$ cat src/rtl/i2s_tx_if.sv
// Sample-pair handoff channel into the I2S transmitter.
// The producer drives a stereo pair with in_valid; the transmitter answers with in_ready.
interface i2s_tx_if;
    logic [15:0] in_left;
    logic [15:0] in_right;
    logic        in_valid;
    logic        in_ready;

    modport master (
        output in_left,
        output in_right,
        output in_valid,
        input  in_ready
    );

    modport slave (
        input  in_left,
        input  in_right,
        input  in_valid,
        output in_ready
    );
endinterface

$ cat src/rtl/i2s_tx.sv
// I2S master transmitter: 64-slot frames, 16-bit left/right samples MSB-first,
// with a one-deep pending buffer that is latched into the active pair at each frame start.
module i2s_tx #(
    parameter int unsigned CLK_DIV = 4
) (
    input  logic       ck,
    input  logic       rst_n,
    input  logic       en,
    i2s_tx_if.slave    smp,
    output logic       sck,
    output logic       ws,
    output logic       sd,
    output logic [5:0] frame_posn,
    output logic       frame_start,
    output logic       underrun
);

    localparam int unsigned DIV_W = (CLK_DIV > 1) ? $clog2(CLK_DIV) : 1;
    localparam int unsigned SMP_W = 16;
    localparam int unsigned POS_W = 6;
    localparam int unsigned SLT_W = 5;
    localparam int unsigned BIT_W = 4;
    localparam logic [DIV_W-1:0] DIV_LAST = DIV_W'(CLK_DIV - 1);
    localparam logic [POS_W-1:0] POSN_IDLE = POS_W'(63);

    typedef enum logic {
        IDLE = 1'b0,
        RUN  = 1'b1
    } state_t;

    state_t             state_q;
    state_t             state_d;
    logic [DIV_W-1:0]   div_q;
    logic [DIV_W-1:0]   div_d;
    logic               sck_d;
    logic               ws_d;
    logic               sd_d;
    logic [POS_W-1:0]   posn_d;
    logic               fs_d;
    logic               ur_d;

    logic               pend_empty_q;
    logic               pend_empty_d;
    logic [SMP_W-1:0]   pend_l_q;
    logic [SMP_W-1:0]   pend_l_d;
    logic [SMP_W-1:0]   pend_r_q;
    logic [SMP_W-1:0]   pend_r_d;
    logic [SMP_W-1:0]   act_l_q;
    logic [SMP_W-1:0]   act_l_d;
    logic [SMP_W-1:0]   act_r_q;
    logic [SMP_W-1:0]   act_r_d;

    logic               tick_c;
    logic [POS_W-1:0]   posn_nx_c;
    logic [SLT_W-1:0]   slot_c;
    logic [BIT_W-1:0]   bit_c;
    logic               data_slot_c;
    logic               accept_c;

    // The pending buffer state is itself the ready flag, so there is no path from in_valid.
    assign smp.in_ready = pend_empty_q;

    // Next-state and datapath decode.
    always_comb begin
        state_d      = state_q;
        div_d        = div_q;
        sck_d        = sck;
        ws_d         = ws;
        sd_d         = sd;
        posn_d       = frame_posn;
        fs_d         = 1'b0;
        ur_d         = 1'b0;
        pend_empty_d = pend_empty_q;
        pend_l_d     = pend_l_q;
        pend_r_d     = pend_r_q;
        act_l_d      = act_l_q;
        act_r_d      = act_r_q;

        tick_c      = (div_q == DIV_LAST);
        posn_nx_c   = frame_posn + POS_W'(1);
        // Both halves use the same in-half slot pattern: slots 1..16 carry bit (16 - slot).
        slot_c      = posn_nx_c[SLT_W-1:0];
        bit_c       = BIT_W'(SLT_W'(16) - slot_c);
        data_slot_c = (slot_c != '0) && (slot_c <= SLT_W'(16));
        accept_c    = smp.in_valid && pend_empty_q;

        case (state_q)
            IDLE:    if (en)  state_d = RUN;
            RUN:     if (!en) state_d = IDLE;
            default: state_d = IDLE;
        endcase

        if ((state_q == IDLE) || !en) begin
            div_d  = '0;
            sck_d  = 1'b0;
            ws_d   = 1'b0;
            sd_d   = 1'b0;
            posn_d = POSN_IDLE;
        end else if (!tick_c) begin
            div_d = div_q + DIV_W'(1);
        end else begin
            div_d = '0;
            sck_d = !sck;
            // Falling sck edge: advance the slot so data is stable before the next rising edge.
            if (sck) begin
                posn_d = posn_nx_c;
                ws_d   = posn_nx_c[POS_W-1];
                sd_d   = data_slot_c &&
                         (posn_nx_c[POS_W-1] ? act_r_q[bit_c] : act_l_q[bit_c]);
                if (posn_nx_c == '0) begin
                    fs_d = 1'b1;
                    if (!pend_empty_q) begin
                        act_l_d      = pend_l_q;
                        act_r_d      = pend_r_q;
                        pend_empty_d = 1'b1;
                    end else begin
                        act_l_d = '0;
                        act_r_d = '0;
                        ur_d    = 1'b1;
                    end
                end
            end
        end

        // A pair arriving on a frame-0 underrun lands in the buffer for the following frame.
        if (accept_c) begin
            pend_empty_d = 1'b0;
            pend_l_d     = smp.in_left;
            pend_r_d     = smp.in_right;
        end
    end

    // State and output registers.
    always_ff @(posedge ck or negedge rst_n) begin
        if (!rst_n) begin
            state_q      <= IDLE;
            div_q        <= '0;
            sck          <= 1'b0;
            ws           <= 1'b0;
            sd           <= 1'b0;
            frame_posn   <= POSN_IDLE;
            frame_start  <= 1'b0;
            underrun     <= 1'b0;
            pend_empty_q <= 1'b1;
            pend_l_q     <= '0;
            pend_r_q     <= '0;
            act_l_q      <= '0;
            act_r_q      <= '0;
        end else begin
            state_q      <= state_d;
            div_q        <= div_d;
            sck          <= sck_d;
            ws           <= ws_d;
            sd           <= sd_d;
            frame_posn   <= posn_d;
            frame_start  <= fs_d;
            underrun     <= ur_d;
            pend_empty_q <= pend_empty_d;
            pend_l_q     <= pend_l_d;
            pend_r_q     <= pend_r_d;
            act_l_q      <= act_l_d;
            act_r_q      <= act_r_d;
        end
    end

endmodule
$ cat src/flat_wrapper.sv
// flat-port wrapper written by rule: the top's interface ports become plain ports
module i2s_tx_flat 
#(
    parameter int unsigned CLK_DIV = 4
)
  (ck, rst_n, en, sck, ws, sd, frame_posn, frame_start, underrun, smp_in_left, smp_in_right, smp_in_valid, smp_in_ready);
  i2s_tx_if smp_i ();
  input  logic ck;
  input  logic rst_n;
  input  logic en;
  output logic sck;
  output logic ws;
  output logic sd;
  output logic [5:0] frame_posn;
  output logic frame_start;
  output logic underrun;
  input wire logic [$bits(smp_i.in_left)-1:0] smp_in_left;
  input wire logic [$bits(smp_i.in_right)-1:0] smp_in_right;
  input wire logic [$bits(smp_i.in_valid)-1:0] smp_in_valid;
  output wire logic [$bits(smp_i.in_ready)-1:0] smp_in_ready;
  assign smp_i.in_left = smp_in_left;
  assign smp_i.in_right = smp_in_right;
  assign smp_i.in_valid = smp_in_valid;
  assign smp_in_ready = smp_i.in_ready;
  i2s_tx #(.CLK_DIV(CLK_DIV)) u_core (.ck(ck), .rst_n(rst_n), .en(en), .smp(smp_i), .sck(sck), .ws(ws), .sd(sd), .frame_posn(frame_posn), .frame_start(frame_start), .underrun(underrun));
endmodule
$ cat config.mk
export PLATFORM = sky130hd
export DESIGN_NAME = i2s_tx_flat
export DESIGN_NICKNAME = d
export VERILOG_FILES = /design/src/rtl/i2s_tx_if.sv /design/src/rtl/i2s_tx.sv /design/src/flat_wrapper.sv
export SDC_FILE = /design/constraint.sdc
export NUM_CORES = 1
export LEC_CHECK = 0
export ABC_CLOCK_PERIOD_IN_PS = 2700
export BUFFER_PORTS_ARGS = -buffer_cell sky130_fd_sc_hd__buf_2
export CAP_MARGIN = 10
export CORE_MARGIN = 10
export CORE_UTILIZATION = 25
export CTS_CLUSTER_SIZE = 12
export DETAILED_ROUTE_END_ITERATION = 10
export MAX_ROUTING_LAYER = met4
export PLACE_DENSITY_LB_ADDON = 0.25
export SLEW_MARGIN = 20
export SYNTH_ARGS = -nofsm -noshare
export SYNTH_HDL_FRONTEND = slang
export SYNTH_SLANG_ARGS = --single-unit
$ cat constraint.sdc
create_clock -name ck -period 2.7 [get_ports ck]
set_input_delay 0.54 -clock ck [delete_from_list [all_inputs] [get_ports ck]]
set_output_delay 0.54 -clock ck [all_outputs]
set_load 0.01 [all_outputs]
After elaboration in Yosys (flattened, before gate mapping)
Index checks and enable logic that the tools add are counted.
Storage, ports and cells
  logic and storage cells: 73
  output and inout port bits: 12
  input bits: 36
  register bits: 79
Cells by class
  bitwise operators: 2
  magnitude comparators: 2
  $add $sub $neg: 3
  muxes and demuxes: 35
  reductions and logical operators: 16
  equality and inequality tests: 2
Operator list (count)
  $mux 16: 2
  $mux 1: 26
  $mux 6: 3
  $reduce_bool 2->1: 5
  $bmux 1 s4: 2
  $reduce_and 4->1: 2
  $add 6x1->6 const B: 1
  $logic_not 6->1: 1
  $le 5x5->1 const B: 1
  $lt 4x5->1 const B: 1
  $reduce_bool 5->1: 1
  $mux 2: 2
  $sub 1x4->4 const A: 1
  $logic_and 1x1->1: 3
  $add 2x1->2 const B: 1
  $eq 2x2->1 const B: 1
  $logic_not 1->1: 2
  $ne 2x1->1 const B: 1
  $not 1->1: 2
  $reduce_and 2->1: 1
  $logic_or 1x1->1: 1

Longest topological paths before layout
Gate-level depths: netlist of the first run.
  word-level depth: 9
  gate-level depth with buffers: 9
  mapped depth without buffers: 7

Worst setup path before layout of the first run
Ideal clock, no wire load.
  path kind: register to register
  from: register u_core.frame_posn[0]
  to: register u_core.sd
  setup time: 69 ps
  buffers on the path: 1
  period minus slack after synthesis: 2000 ps
  data required time: 2631 ps
  arrival: 1931 ps
  cell stages (with the launch flop): 9
  setup slack: 700 ps
  path through: dfstp_2 > ha_1 > buf_2 > or3_1 > a21o_1 > o211ai_2 > a21boi_0 > o21ai_1 > nand3_1
Between the ends
  word-level cells in the longest chain between the ends: 9
  elaborated cells on any way between the ends: 14
  those cells by class: add/sub: 2; order compare: 1; mux: 8; reduce/logical: 3
RTL lines
  start, declared: RTL line i2s_tx.sv:13  | output logic [5:0] frame_posn,
  start signal, assigned: RTL line i2s_tx.sv:155  | frame_posn <= posn_d;
  $add 6x1->6 (*): RTL line i2s_tx.sv:80  | posn_nx_c = frame_posn + POS_W'(1);
  $sub 1x4->4: RTL line i2s_tx.sv:83  | bit_c = BIT_W'(SLT_W'(16) - slot_c);
  $bmux 1 s4: RTL line i2s_tx.sv:109  | (posn_nx_c[POS_W-1] ? act_r_q[bit_c] : act_l_q[bit_c]);
  $mux 1 (not written as such): RTL line i2s_tx.sv:109
  $mux 1: RTL line i2s_tx.sv:109
  $logic_and 1x1->1 (*): RTL line i2s_tx.sv:108  | sd_d = data_slot_c &&
  $mux 1 (*): RTL line i2s_tx.sv:105  | if (sck) begin
  $mux 1 (*): RTL line i2s_tx.sv:99  | end else if (!tick_c) begin
  $mux 1 (*): RTL line i2s_tx.sv:93  | if ((state_q == IDLE) || !en) begin
  end signal, assigned: RTL line i2s_tx.sv:140  | sd <= 1'b0;
  end signal, assigned: RTL line i2s_tx.sv:154  | sd <= sd_d;
  end, declared: RTL line i2s_tx.sv:12  | output logic sd,
Mark *: on every way between the ends. The rest lies on a longest branch, timed or not. The select of a mux whose other input is x is not followed.
A chain may end at the register's enable or synchronous reset.

Worst setup path after layout of the first run
Same ends and word-level chain as after synthesis.

==> reports/metrics.yaml, run 1 <==
floorplan:
  dieArea_um2: 19090
  die_h_um: 138.2
  die_x_um: 138.2
  io_pins: 48
  rows: 43
  initial_core_util_pct: 25.35
  fp.coreArea_um2: 13770
worst_setup_path:
  regToRegEndpoint: "u_core.sd$_DFFE_PN0P_"
  crit_start: "u_core.frame_posn[0]$_DFFE_PN1P_"
  r2r-start: "u_core.frame_posn[0]$_DFFE_PN1P_"
  critPathRequiredTime_ps: 2920
  critPathLaunchType: "register"
  crit_end: "u_core.sd$_DFFE_PN0P_"
  critical_path_depth: 7
  path_buf_inv: 0
  rr_worst_depth: 7
  crit_chain: "ha_1 -> or4bb_1 -> a21o_1 -> o211ai_2 -> a21oi_1 -> o21ai_1 -> nand3_1"
  end_kind: "register"
  cp_max_fo: 8
  cp.arrival_ps: 2380
  r2r_setup_slack_ps: 540
  critical-path-slowest-cell: "dfstp_2"
  cp_top_family: "flip-flops"
  slowest_delay_ps: 620
  critical_path_class: "register to register"
drt:
  via_per_inst: 4.343
  drc: 0
  num_vias: 2354
  firstDrtPassIters: 4
  wl_per_cell_um: 14.00
  met2_length_um: 3524
  met1_length_um: 3696
  highest_layer: "met4"
  drt-initial-drc-count: 152
  dr_wl_met3_um: 240
  drt-total-wl_um: 7586
  antenna_left: 0
clock_tree:
  cts_buffers: 9
  clk_pin_slew_ps: 60
  postCtsSetupRepairBufs: 0
  cts_tree: "yes"
  clockBufferDepth: 2
  cts_hold_buf: 0
  cts.sinks: 79
  h-tree-depth: 3
  cts_root_buf: "clkbuf_16"
  cts_resized: 0
  clk_latency_ps: 340
logic_synthesis:
  synth.most_common_cell: "nand2_1"
  yosysTopAreaCell: "dfrtp_1"
  ys.flop_type: "dfrtp_1"
  async_flop_share_pct: 100.0
  ys_seq_area_share_pct: 56.88
  syn_inst: 309
  yosys.area.top_type_share_pct: 51.61
  ys_types: 37
  synth-edff-count: 0
  synth_common_cells: "nand2_1 (78), dfrtp_1 (72), mux2_2 (32)"
  ys_top_cells_by_area: "dfrtp_1 (52%), mux2_2 (10%), nand2_1 (8.4%)"
  ys_seq_elements: 79
  netlist_area_um2: 3491
  ys_warn_count: 0
  syn_nets: 347
  avgSynthCellArea_um2: 11.30
sta:
  rsz0062_at_grt: "false"
  skew_ps: 3.229
  setup_ws_ps: 535.0
  finalCriticalPeriod_ps: 2165
  setup_viol: 0
  slew_headroom_pct: 60.08
  tightestPinTransition_ps: 598.8
  setup_tns_ps: 0
  max_freq_mhz: 461.9
  slew_violations: 0
  hold_viol: 0
  timing.final.crit_share_pct: 80.18
finish:
  n_fill_cell: 1446
  fin_util_pct: 30.40
  fin_nets: 395
  layout-drive-gt1-share_pct: 33.15
  regArea_um2: 1986
  area_growth_syn_to_layout_pct: 19.93
  num_antenna_cells: 0
  final_cells: 542
  multi_input_area_um2: 1393
hold_path:
  hold_path.class: "input port to asynchronous set/reset pin"
global_route:
  grt_first_pass_wirelength_um: 13120
  grt_pass1_vias: 2577
  grt_max_degree: 68
  grt_antenna_before_repair: 0
  grt_overflow_total: 0
  grt_usage_pct: 8.716
placement:
  dp_hpwl_um: 5331
  globalplace.congestion: 0.7656
  dp.cells: 526
  dp_slack_ps: 545.6
  io_buffers: 47
power:
  leakage_nw: 1.941
  pwr_density_cell_nw_per_um2: 597.1
  irDropWorstVdd_v: 0.0002868
run_status:
  outcome: "completed"
run:
  max_cap_violations: 0
[placed cells by master, fill, tap and decap left out, types with 2 or more instances in the layout]
cell type	netlist	final
a21oi_1	5	5
and2_1	2	2
and3_1	2	2
buf_2	3	46
buf_4	1	9
clkbuf_1	7	2
clkbuf_16	0	9
clkbuf_8	0	2
clkinv_2	0	2
dfrtp_1	72	72
dfstp_2	7	7
ha_1	2	2
mux2_2	32	32
mux4_2	8	8
nand2_1	78	78
nand2b_1	6	6
nand3_1	6	6
nor2_1	7	7
nor3_1	3	3
o21ai_0	28	28
o21ai_1	12	12
or3_1	3	3
xnor2_1	2	2
xor2_1	2	2
[power by group]
group	switching (W)	internal (W)	leakage [nW]
Sequential	0.0000225	0.00123	1.05
Clock	0.000464	0.000670	0.136
Combinational	0.0000535	0.0000608	0.758
Total	0.000540	0.00196	1.94
[routing by layer]
layer / GRT usage [%] / vias up
li1: - / 1154
met1: 10.70 / 1145
met2: 12.88 / 45
met4: 3.774 / 0
met3: 2.774 / 10
met5: - / -
[metrics by stage]
stage / hold WS [ps] / power [W] / cell area, um^2
floorplan: 244.4 / 0.001321 / 3491
global placement: 427.5 / 0.001388 / 3909
detailed placement: 441.8 / 0.001392 / 3909
CTS: 197.7 / 0.002547 / 4187
global route: 214.8 / 0.002625 / 4187
finish: 183.2 / 0.002500 / 4187
[sequential cells by signal (all words and copies together), names as in the netlist]
| name | flops |
|---|---|
| u_core.act_l_q | 16 |
| u_core.act_r_q | 16 |
| u_core.pend_l_q | 16 |
| u_core.pend_r_q | 16 |
| u_core.frame_posn | 6 |
| u_core.div_q | 2 |
| u_core.frame_start | 1 |
| u_core.sck | 1 |
| u_core.sd | 1 |
| u_core.smp.in_ready | 1 |
| u_core.state_q | 1 |
| u_core.underrun | 1 |
| u_core.ws | 1 |
[area by class of cell]
| cell class | count | area share [%] |
|---|---|---|
| Sequential cell | 79 | 47.43 |
| Timing Repair Buffer | 55 | 7.113 |
| Clock inverter | 3 | 0.4184 |
| Inverter | 2 | 0.1793 |
| Tap cell | 180 | 5.380 |
| Multi-Input combinational cell | 210 | 33.26 |
| Clock buffer | 13 | 6.216 |
[worst reg2reg max path, cell delays in order, from the launching register on]
cell and delay, ps:
dfstp_2 620, ha_1 330, or4bb_1 530, a21o_1 190, o211ai_2 90, a21oi_1 70, o21ai_1 140, nand3_1 80
[cells by family (layout without fill, tap and decap cells)]
| kind of cell | Yosys count | in the layout | share of synthesized area (%) |
|---|---|---|---|
| muxes | 41 | 41 | 16.13 |
| xor gates and xnor gates | 4 | 4 | 1.004 |
| and+or+nand+nor | 111 | 111 | 13.91 |
| adders and majority gates | 2 | 2 | 0.7167 |
| AOI/OAI and AO/OA | 52 | 52 | 8.136 |
| buffers and inverters | 20 | 73 | 3.226 |
| DFF | 79 | 79 | 56.88 |
[how the worst min path moves through the flow]
stage                         startpoint                             to  slack [ps]  cells past startpoint
4_1_cts                            rst_n  u_core.act_l_q[6]$_DFFE_PN0P_         200                      1
5_1_grt                            rst_n  u_core.act_l_q[6]$_DFFE_PN0P_         210                      1
2_1_floorplan                      rst_n  u_core.act_l_q[0]$_DFFE_PN0P_         240                      0
3_5_place_dp   u_core.div_q[0]$_DFF_PN0_      u_core.div_q[0]$_DFF_PN0_         440                      1
6_report                           rst_n  u_core.act_l_q[6]$_DFFE_PN0P_         180                      1
3_3_place_gp   u_core.div_q[0]$_DFF_PN0_      u_core.div_q[0]$_DFF_PN0_         430                      1
(Power assumes the default switching activity.)
==> run 2: changes to the inputs <==
--- a/config.mk
+++ b/config.mk
@@ -5,7 +5,8 @@
 export SDC_FILE = /design/constraint.sdc
 export NUM_CORES = 1
 export LEC_CHECK = 0
-export ABC_CLOCK_PERIOD_IN_PS = 2700
+export ABC_AREA = 1
+export ABC_CLOCK_PERIOD_IN_PS = 1800
 export BUFFER_PORTS_ARGS = -buffer_cell sky130_fd_sc_hd__buf_2
 export CAP_MARGIN = 10
 export CORE_MARGIN = 10
==> constraint.sdc (replaced) <==
create_clock -name ck -period 1.8 [get_ports ck]
set_input_delay 0.36 -clock ck [delete_from_list [all_inputs] [get_ports ck]]
set_output_delay 0.36 -clock ck [all_outputs]
set_load 0.01 [all_outputs]
==> reports/metrics.yaml, run 2 <==
sta:
  rsz0062_at_grt: "true"
  slew_headroom_pct: 76.55  # +16 points
  hold_viol: 0  # unchanged
  max_freq_mhz: 533.1  # +15%
  setup_viol: 34  # +34
  setup_ws_ps: -75.82  # -610.9 ps
  slew_violations: 0  # unchanged
  timing.final.crit_share_pct: 104.2  # +24 points
  skew_ps: 6.719  # +3.490 ps
  tightestPinTransition_ps: 351.7  # -247.0 ps
  finalCriticalPeriod_ps: 1876  # -289.1 ps
logic_synthesis:
  ys_seq_area_share_pct: 53.15  # -3.7 points
  synth_common_cells: "nand2_1 (195), dfrtp_1 (72), nor2_1 (39)"
  synth-edff-count: 0  # unchanged
  netlist_area_um2: 3736  # +7.0%
  ys_warn_count: 0  # unchanged
  async_flop_share_pct: 100.0  # unchanged
  avgSynthCellArea_um2: 8.358  # -26%
  yosys.area.top_type_share_pct: 48.23  # -3.4 points
  yosysTopAreaCell: "dfrtp_1"
  syn_inst: 447  # +45%
  ys_types: 29  # -22%
  synth.most_common_cell: "nand2_1"
  ys.flop_type: "dfrtp_1"
  ys_top_cells_by_area: "dfrtp_1 (48%), nand2_1 (20%), o21ai_2 (7.0%)"
  syn_nets: 485  # +40%
  ys_seq_elements: 79  # unchanged
global_route:
  grt_max_degree: 51  # -25%
  grt_usage_pct: 9.668  # +0.95 points
  grt_first_pass_wirelength_um: 15430  # +18%
  grt_pass1_vias: 3191  # +24%
  grt_antenna_before_repair: 0  # unchanged
  grt_overflow_total: 0  # unchanged
worst_setup_path:
  critPathRequiredTime_ps: 2030  # -890 ps
  cp.arrival_ps: 2110  # -270 ps
  r2r-start: "u_core.frame_posn[0]$_DFFE_PN1P_"
  rr_worst_depth: 12  # +5
  regToRegEndpoint: "u_core.act_l_q[11]$_DFFE_PN0P_"
  end_kind: "register"
  critical_path_class: "register to register"
  r2r_setup_slack_ps: -80  # -610 ps
  critPathLaunchType: "register"
  cp_max_fo: 9  # +1
finish:
  final_cells: 707  # +30%
  fin_util_pct: 33.05  # +2.7 points
  final_cell_area_um2: 4822  # +15%
  area_growth_syn_to_layout_pct: 29.07
  num_antenna_cells: 0  # unchanged
  layout_commonest_cell: "nand2_1"
  fin_nets: 556  # +41%
  regArea_um2: 1986  # unchanged
  layout-drive-gt1-share_pct: 34.80  # +1.7 points
  n_fill_cell: 1567  # +8.4%
  multi_input_area_um2: 1647  # +18%
  mostFrequentLayoutCells: "nand2_1 (178), dfrtp_1 (72), buf_2 (46)"
hold_path:
  hold_path.class: "input port to register"
  hold-path-endpoint: "u_core.state_q$_DFF_PN0_"
  min_from: "en"
  holdPathStages: 1
run:
  max_cap_violations: 0  # unchanged
clock_tree:
  cts_buffers: 9  # unchanged
  cts.sinks: 79  # unchanged
  cts_tree: "yes"
  clk_pin_slew_ps: 60  # about the same
  h-tree-depth: 3  # unchanged
  cts_root_buf: "clkbuf_16"
  clockBufferDepth: 2  # unchanged
  clk_latency_ps: 340  # about the same
power:
  pwr_density_cell_nw_per_um2: 924.6  # +55%
  power_w: 0.004458  # +78%
  leakage_nw: 2.437  # +26%
  irDropWorstVdd_v: 0.0003743  # +31%
floorplan:
  die_x_um: 142.2  # +3.0%
  io_pins: 48  # unchanged
  die_h_um: 142.2  # +3.0%
  initial_core_util_pct: 25.61  # +0.26 points
  fp.coreArea_um2: 14590  # +5.9%
  dieArea_um2: 20230  # +6.0%
  rows: 44  # +2.3%
drt:
  antenna_left: 0  # unchanged
  num_vias: 2981  # +27%
  met2_length_um: 3987  # +13%
  highest_layer: "met4"
  drt-initial-drc-count: 149  # -2.0%
  drt-total-wl_um: 8885  # +17%
  wl_per_cell_um: 12.57  # -10%
  drc: 0  # unchanged
  dr_wl_met3_um: 311  # +30%
  firstDrtPassIters: 4  # unchanged
  via_per_inst: 4.216  # -2.9%
  met1_length_um: 4385  # +19%
placement:
  globalplace.congestion: 0.8457  # +10%
  dp.cells: 685  # +30%
  io_buffers: 47  # unchanged
  place_area_um2: 4314  # +10%
  dp_hpwl_um: 6342  # +19%
run_status:
  outcome: "finished with violations"
  violations: "setup timing"
run 2: changes by cell type after synthesis, moves of 8 or more:
cell and change:
nand2_1 +117, mux2_2 -32, nor2_1 +32, o21ai_2 +29, inv_1 +23, nand2_2 +18, o21ai_0 -14, o21ai_1 -10
mux4_2 -8
run 2: cell type report:
type | instances | share of cell area [%]
Clock buffer | 10 | 4.748
Clock inverter | 6 | 1.271
Inverter | 26 | 2.076
Multi-Input combinational cell | 323 | 34.15
Sequential cell | 79 | 41.18
Tap cell | 184 | 4.774
Timing Repair Buffer | 79 | 11.81
run 2: repair_timing:
| action | in CTS | in global routing |
|---|---|---|
| endpoints found under the setup margin | 34 | 35 |
| gates resized for setup | 22 | 20 |
| pin swaps | 2 | 9 |
| cloned | 1 | 1 |
| hold buffers | 1 | 0 |
| buffers inserted | 2 | 1 |
| hold endpoints to repair | 5 | 0 |
run 2: metal layers:
| metal | GRT usage, % | vias to the layer above |
|---|---|---|
| li1 | - | 1533 |
| met1 | 12.44 | 1385 |
| met2 | 14.04 | 48 |
| met3 | 2.170 | 15 |
| met4 | 4.680 | 0 |
| met5 | - | - |
run 2: cell families after synthesis:
kind of cell / share of synthesized area (%)
xor+xnor: 0.6700
simple gates: 28.97
fa+ha+maj: 0.6697
buf+inv: 6.296
flops: 53.15
compound gates: 10.25
run 2: through the flow:
stage / worst slack (ps) / setup TNS, ps / hold WS (ps)
after floorplan: -98.43 / -2809 / 64.41
after global placement: -54.65 / -1008 / 181.9
after detailed placement: -115.4 / -2620 / 184.4
after CTS: -46.29 / -921.6 / 129.8
after global routing: -174.0 / -5269 / 128.9
final: -75.82 / -1789 / 146.2
run 2: report_power, final:
group          internal [W]  switching (W)
clock               0.00107       0.000712
sequential          0.00202       0.000139
combinational      0.000201       0.000316
total               0.00329        0.00117
run 2: worst max path at each step:
stage	from	end	slack [ps]	cells past startpoint
6_report	u_core.frame_posn[0]$_DFFE_PN1P_	u_core.act_l_q[11]$_DFFE_PN0P_	-80	12
4_1_cts	u_core.frame_posn[0]$_DFFE_PN1P_	u_core.act_l_q[11]$_DFFE_PN0P_	-50	12
3_5_place_dp	u_core.frame_posn[0]$_DFFE_PN1P_	u_core.sd$_DFFE_PN0P_	-120	10
5_1_grt	u_core.frame_posn[0]$_DFFE_PN1P_	u_core.act_l_q[9]$_DFFE_PN0P_	-170	12
3_3_place_gp	u_core.frame_posn[0]$_DFFE_PN1P_	u_core.sd$_DFFE_PN0P_	-50	11
2_1_floorplan	u_core.frame_posn[0]$_DFFE_PN1P_	u_core.act_l_q[4]$_DFFE_PN0P_	-100	13
run 2: critical path: stages, from the launching register on:
cell and delay (ps):
dfstp_2 580, ha_4 160, nand2_4 60, inv_4 60, nand2_2 40, xor2_1 170, inv_1 70, nand2_2 70
nor2_4 130, nand2_8 120, buf_4 190, nand2_2 60, o21ai_2 40
==> run 3: changes to the inputs <==
--- a/config.mk
+++ b/config.mk
@@ -5,7 +5,6 @@
 export SDC_FILE = /design/constraint.sdc
 export NUM_CORES = 1
 export LEC_CHECK = 0
-export ABC_AREA = 1
 export ABC_CLOCK_PERIOD_IN_PS = 1800
 export BUFFER_PORTS_ARGS = -buffer_cell sky130_fd_sc_hd__buf_2
 export CAP_MARGIN = 10
==> reports/metrics.yaml, run 3 (synthesis gave the netlist of run 1 again) <==
power:
  pwr_density_cell_nw_per_um2: 870.5  # -5.8%
  p_int_w: 0.003178  # -3.4%
  irDropWorstVdd_v: 0.0004006  # +7.0%
  pwr-share-clk_pct: 48.5  # +8.6 points
  switching_share_pct: 20.36  # -5.8 points
  seq_power_share_pct: 47.0  # -1.5 points
  switchingPower_w: 0.0008122  # -30%
  p_comb_share_pct: 4.4  # -7.2 points
  leakage_nw: 2.148  # -12%
finish:
  final_cell_area_um2: 4583  # -5.0%
  layout-drive-gt1-share_pct: 37.86  # +3.1 points
  num_antenna_cells: 0  # unchanged
  fin_nets: 417  # -25%
  final_cells: 563  # -20%
  mostFrequentLayoutCells: "nand2_1 (78), dfrtp_1 (72), buf_2 (46)"
  fin_util_pct: 33.28  # +0.22 points
  area_growth_syn_to_layout_pct: 31.29
  layout_commonest_cell: "nand2_1"
hold_path:
  holdPathStages: 1  # unchanged
  hold_path.class: "input port to register"
  hold-path-endpoint: "u_core.state_q$_DFF_PN0_"
  min_from: "en"
drt:
  num_vias: 2469  # -17%
  antenna_left: 0  # unchanged
  drt-total-wl_um: 8208  # -7.6%
  drt-initial-drc-count: 195  # +31%
  firstDrtPassIters: 4  # unchanged
  wl_per_cell_um: 14.58  # +16%
  via_per_inst: 4.385  # +4.0%
  drc: 0  # unchanged
sta:
  hold_viol: 0  # unchanged
  setup_tns_ps: -3114  # -1324 ps
  slew_violations: 0  # unchanged
  tightestPinTransition_ps: 392.7  # +41.02 ps
  timing.final.crit_share_pct: 108.3  # +4.1 points
  slew_headroom_pct: 73.82  # -2.7 points
  whs_ps: 161.0  # +14.87 ps
  setup_viol: 33  # -2.9%
  finalCriticalPeriod_ps: 1949  # +73.62 ps
  rsz0062_at_grt: "true"
  setup_ws_ps: -149.4  # -73.62 ps
  skew_ps: 5.567  # -1.151 ps
  max_freq_mhz: 513.0  # -3.8%
placement:
  io_buffers: 47  # unchanged
  dp.cells: 538  # -21%
  place_area_um2: 4049  # -6.1%
  globalplace.congestion: 0.7620  # -9.9%
  dp_hpwl_um: 5305  # -16%
floorplan:
  die_h_um: 138.2  # -2.9%
  initial_core_util_pct: 25.35  # -0.26 points
  io_pins: 48  # unchanged
  rows: 43  # -2.3%
  fp.coreArea_um2: 13770  # -5.6%
  die_x_um: 138.2  # -2.9%
  dieArea_um2: 19090  # -5.7%
clock_tree:
  cts_root_buf: "clkbuf_16"
  clk_pin_slew_ps: 60  # about the same
  cts_buffers: 9  # unchanged
  clockBufferDepth: 2  # unchanged
  cts.sinks: 79  # unchanged
  cts_tree: "yes"
  clk_latency_ps: 340  # about the same
  h-tree-depth: 3  # unchanged
worst_setup_path:
  cp_max_fo: 6  # -3
  r2r_setup_slack_ps: -150  # -70 ps
  critPathRequiredTime_ps: 2010  # -20 ps
  critical_path_class: "register to register"
  cp.arrival_ps: 2160  # +50 ps
  regToRegEndpoint: "u_core.act_r_q[15]$_DFFE_PN0P_"
  end_kind: "register"
  critPathLaunchType: "register"
  r2r-start: "u_core.frame_posn[0]$_DFFE_PN1P_"
  rr_worst_depth: 9  # -3
global_route:
  grt_first_pass_wirelength_um: 13940  # -9.6%
  grt_overflow_total: 0  # unchanged
  grt_pass1_vias: 2700  # -15%
  grt_max_degree: 55  # +7.8%
  grt_antenna_before_repair: 0  # unchanged
  grt_usage_pct: 9.242  # -0.43 points
run_status:
  outcome: "finished with violations"
  violations: "setup timing"
run:
  max_cap_violations: 0  # unchanged
-- run 3: cell count changes in the layout (fill, tap and decap cells not counted), sizes merged, moves of 3 or more --
cell    change
clkinv      -3
nand2     -135
inv        -23
o21ai       -5
mux2       +32
nand2b      +6
or3         +3
mux4        +8
o22ai       -4
nor2       -33
-- run 3: how the worst max path moves through the flow --
stage | from | endpoint | slack (ps)
after floorplan | u_core.frame_posn[1]$_DFFE_PN1P_ | u_core.sd$_DFFE_PN0P_ | -150
after global placement | u_core.frame_posn[0]$_DFFE_PN1P_ | u_core.sd$_DFFE_PN0P_ | -100
after detailed placement | u_core.frame_posn[1]$_DFFE_PN1P_ | u_core.sd$_DFFE_PN0P_ | -130
after CTS | u_core.frame_posn[0]$_DFFE_PN1P_ | u_core.sd$_DFFE_PN0P_ | -140
after global routing | u_core.frame_posn[0]$_DFFE_PN1P_ | u_core.sd$_DFFE_PN0P_ | -270
final | u_core.frame_posn[0]$_DFFE_PN1P_ | u_core.act_r_q[15]$_DFFE_PN0P_ | -150
-- run 3: timing repair --
action                     in CTS  in global routing
setup endpoints to repair      34                 36
gates cloned                    5                  0
buffers inserted                2                  2
pin swaps                       0                  3
hold buffers                    1                  0
gates resized for setup        13                  6
hold endpoints to repair       22                  0
-- run 3: critical path, cell delays in order, from the launching register on --
cell,delay (ps)
dfstp_2,380
buf_4,150
and2_1,170
or3_1,320
o21ai_2,90
nand4_4,220
buf_6,210
buf_16,130
nand2_1,60
o21ai_0,90
-- run 3: final cells by class --
class	instances	area, um^2
clock buffers	11	242.7
inverters	2	7.507
well taps	180	225.2
repair buffers	77	618.1
multi-input cells	210	1434
clock inverters	4	70.07
fillers	1433	9190
flip-flops and latches	79	1986
-- run 3: power groups by stage --
stage               combinational, W  clock (W)  sequential (W)
floorplan                  0.0000841          0         0.00190
detailed placement          0.000182          0         0.00191
global placement            0.000178          0         0.00191
CTS                         0.000185    0.00200         0.00188
global route                0.000204    0.00209         0.00188
finish                      0.000177    0.00194         0.00188
-- run 3: stage by stage --
step / setup slack, ps / total power, W
floorplan: -146.6 / 0.001981
global placement: -100.8 / 0.002085
detailed placement: -127.6 / 0.002091
CTS: -143.4 / 0.004063
global route: -265.6 / 0.004180
finish: -149.4 / 0.003990
-- run 3: routing by layer --
layer	GRT usage, %	share of wire (%)
met3	2.774	3.4
met4	3.163	1.1
met2	13.86	47
met5	-	0
met1	11.60	49
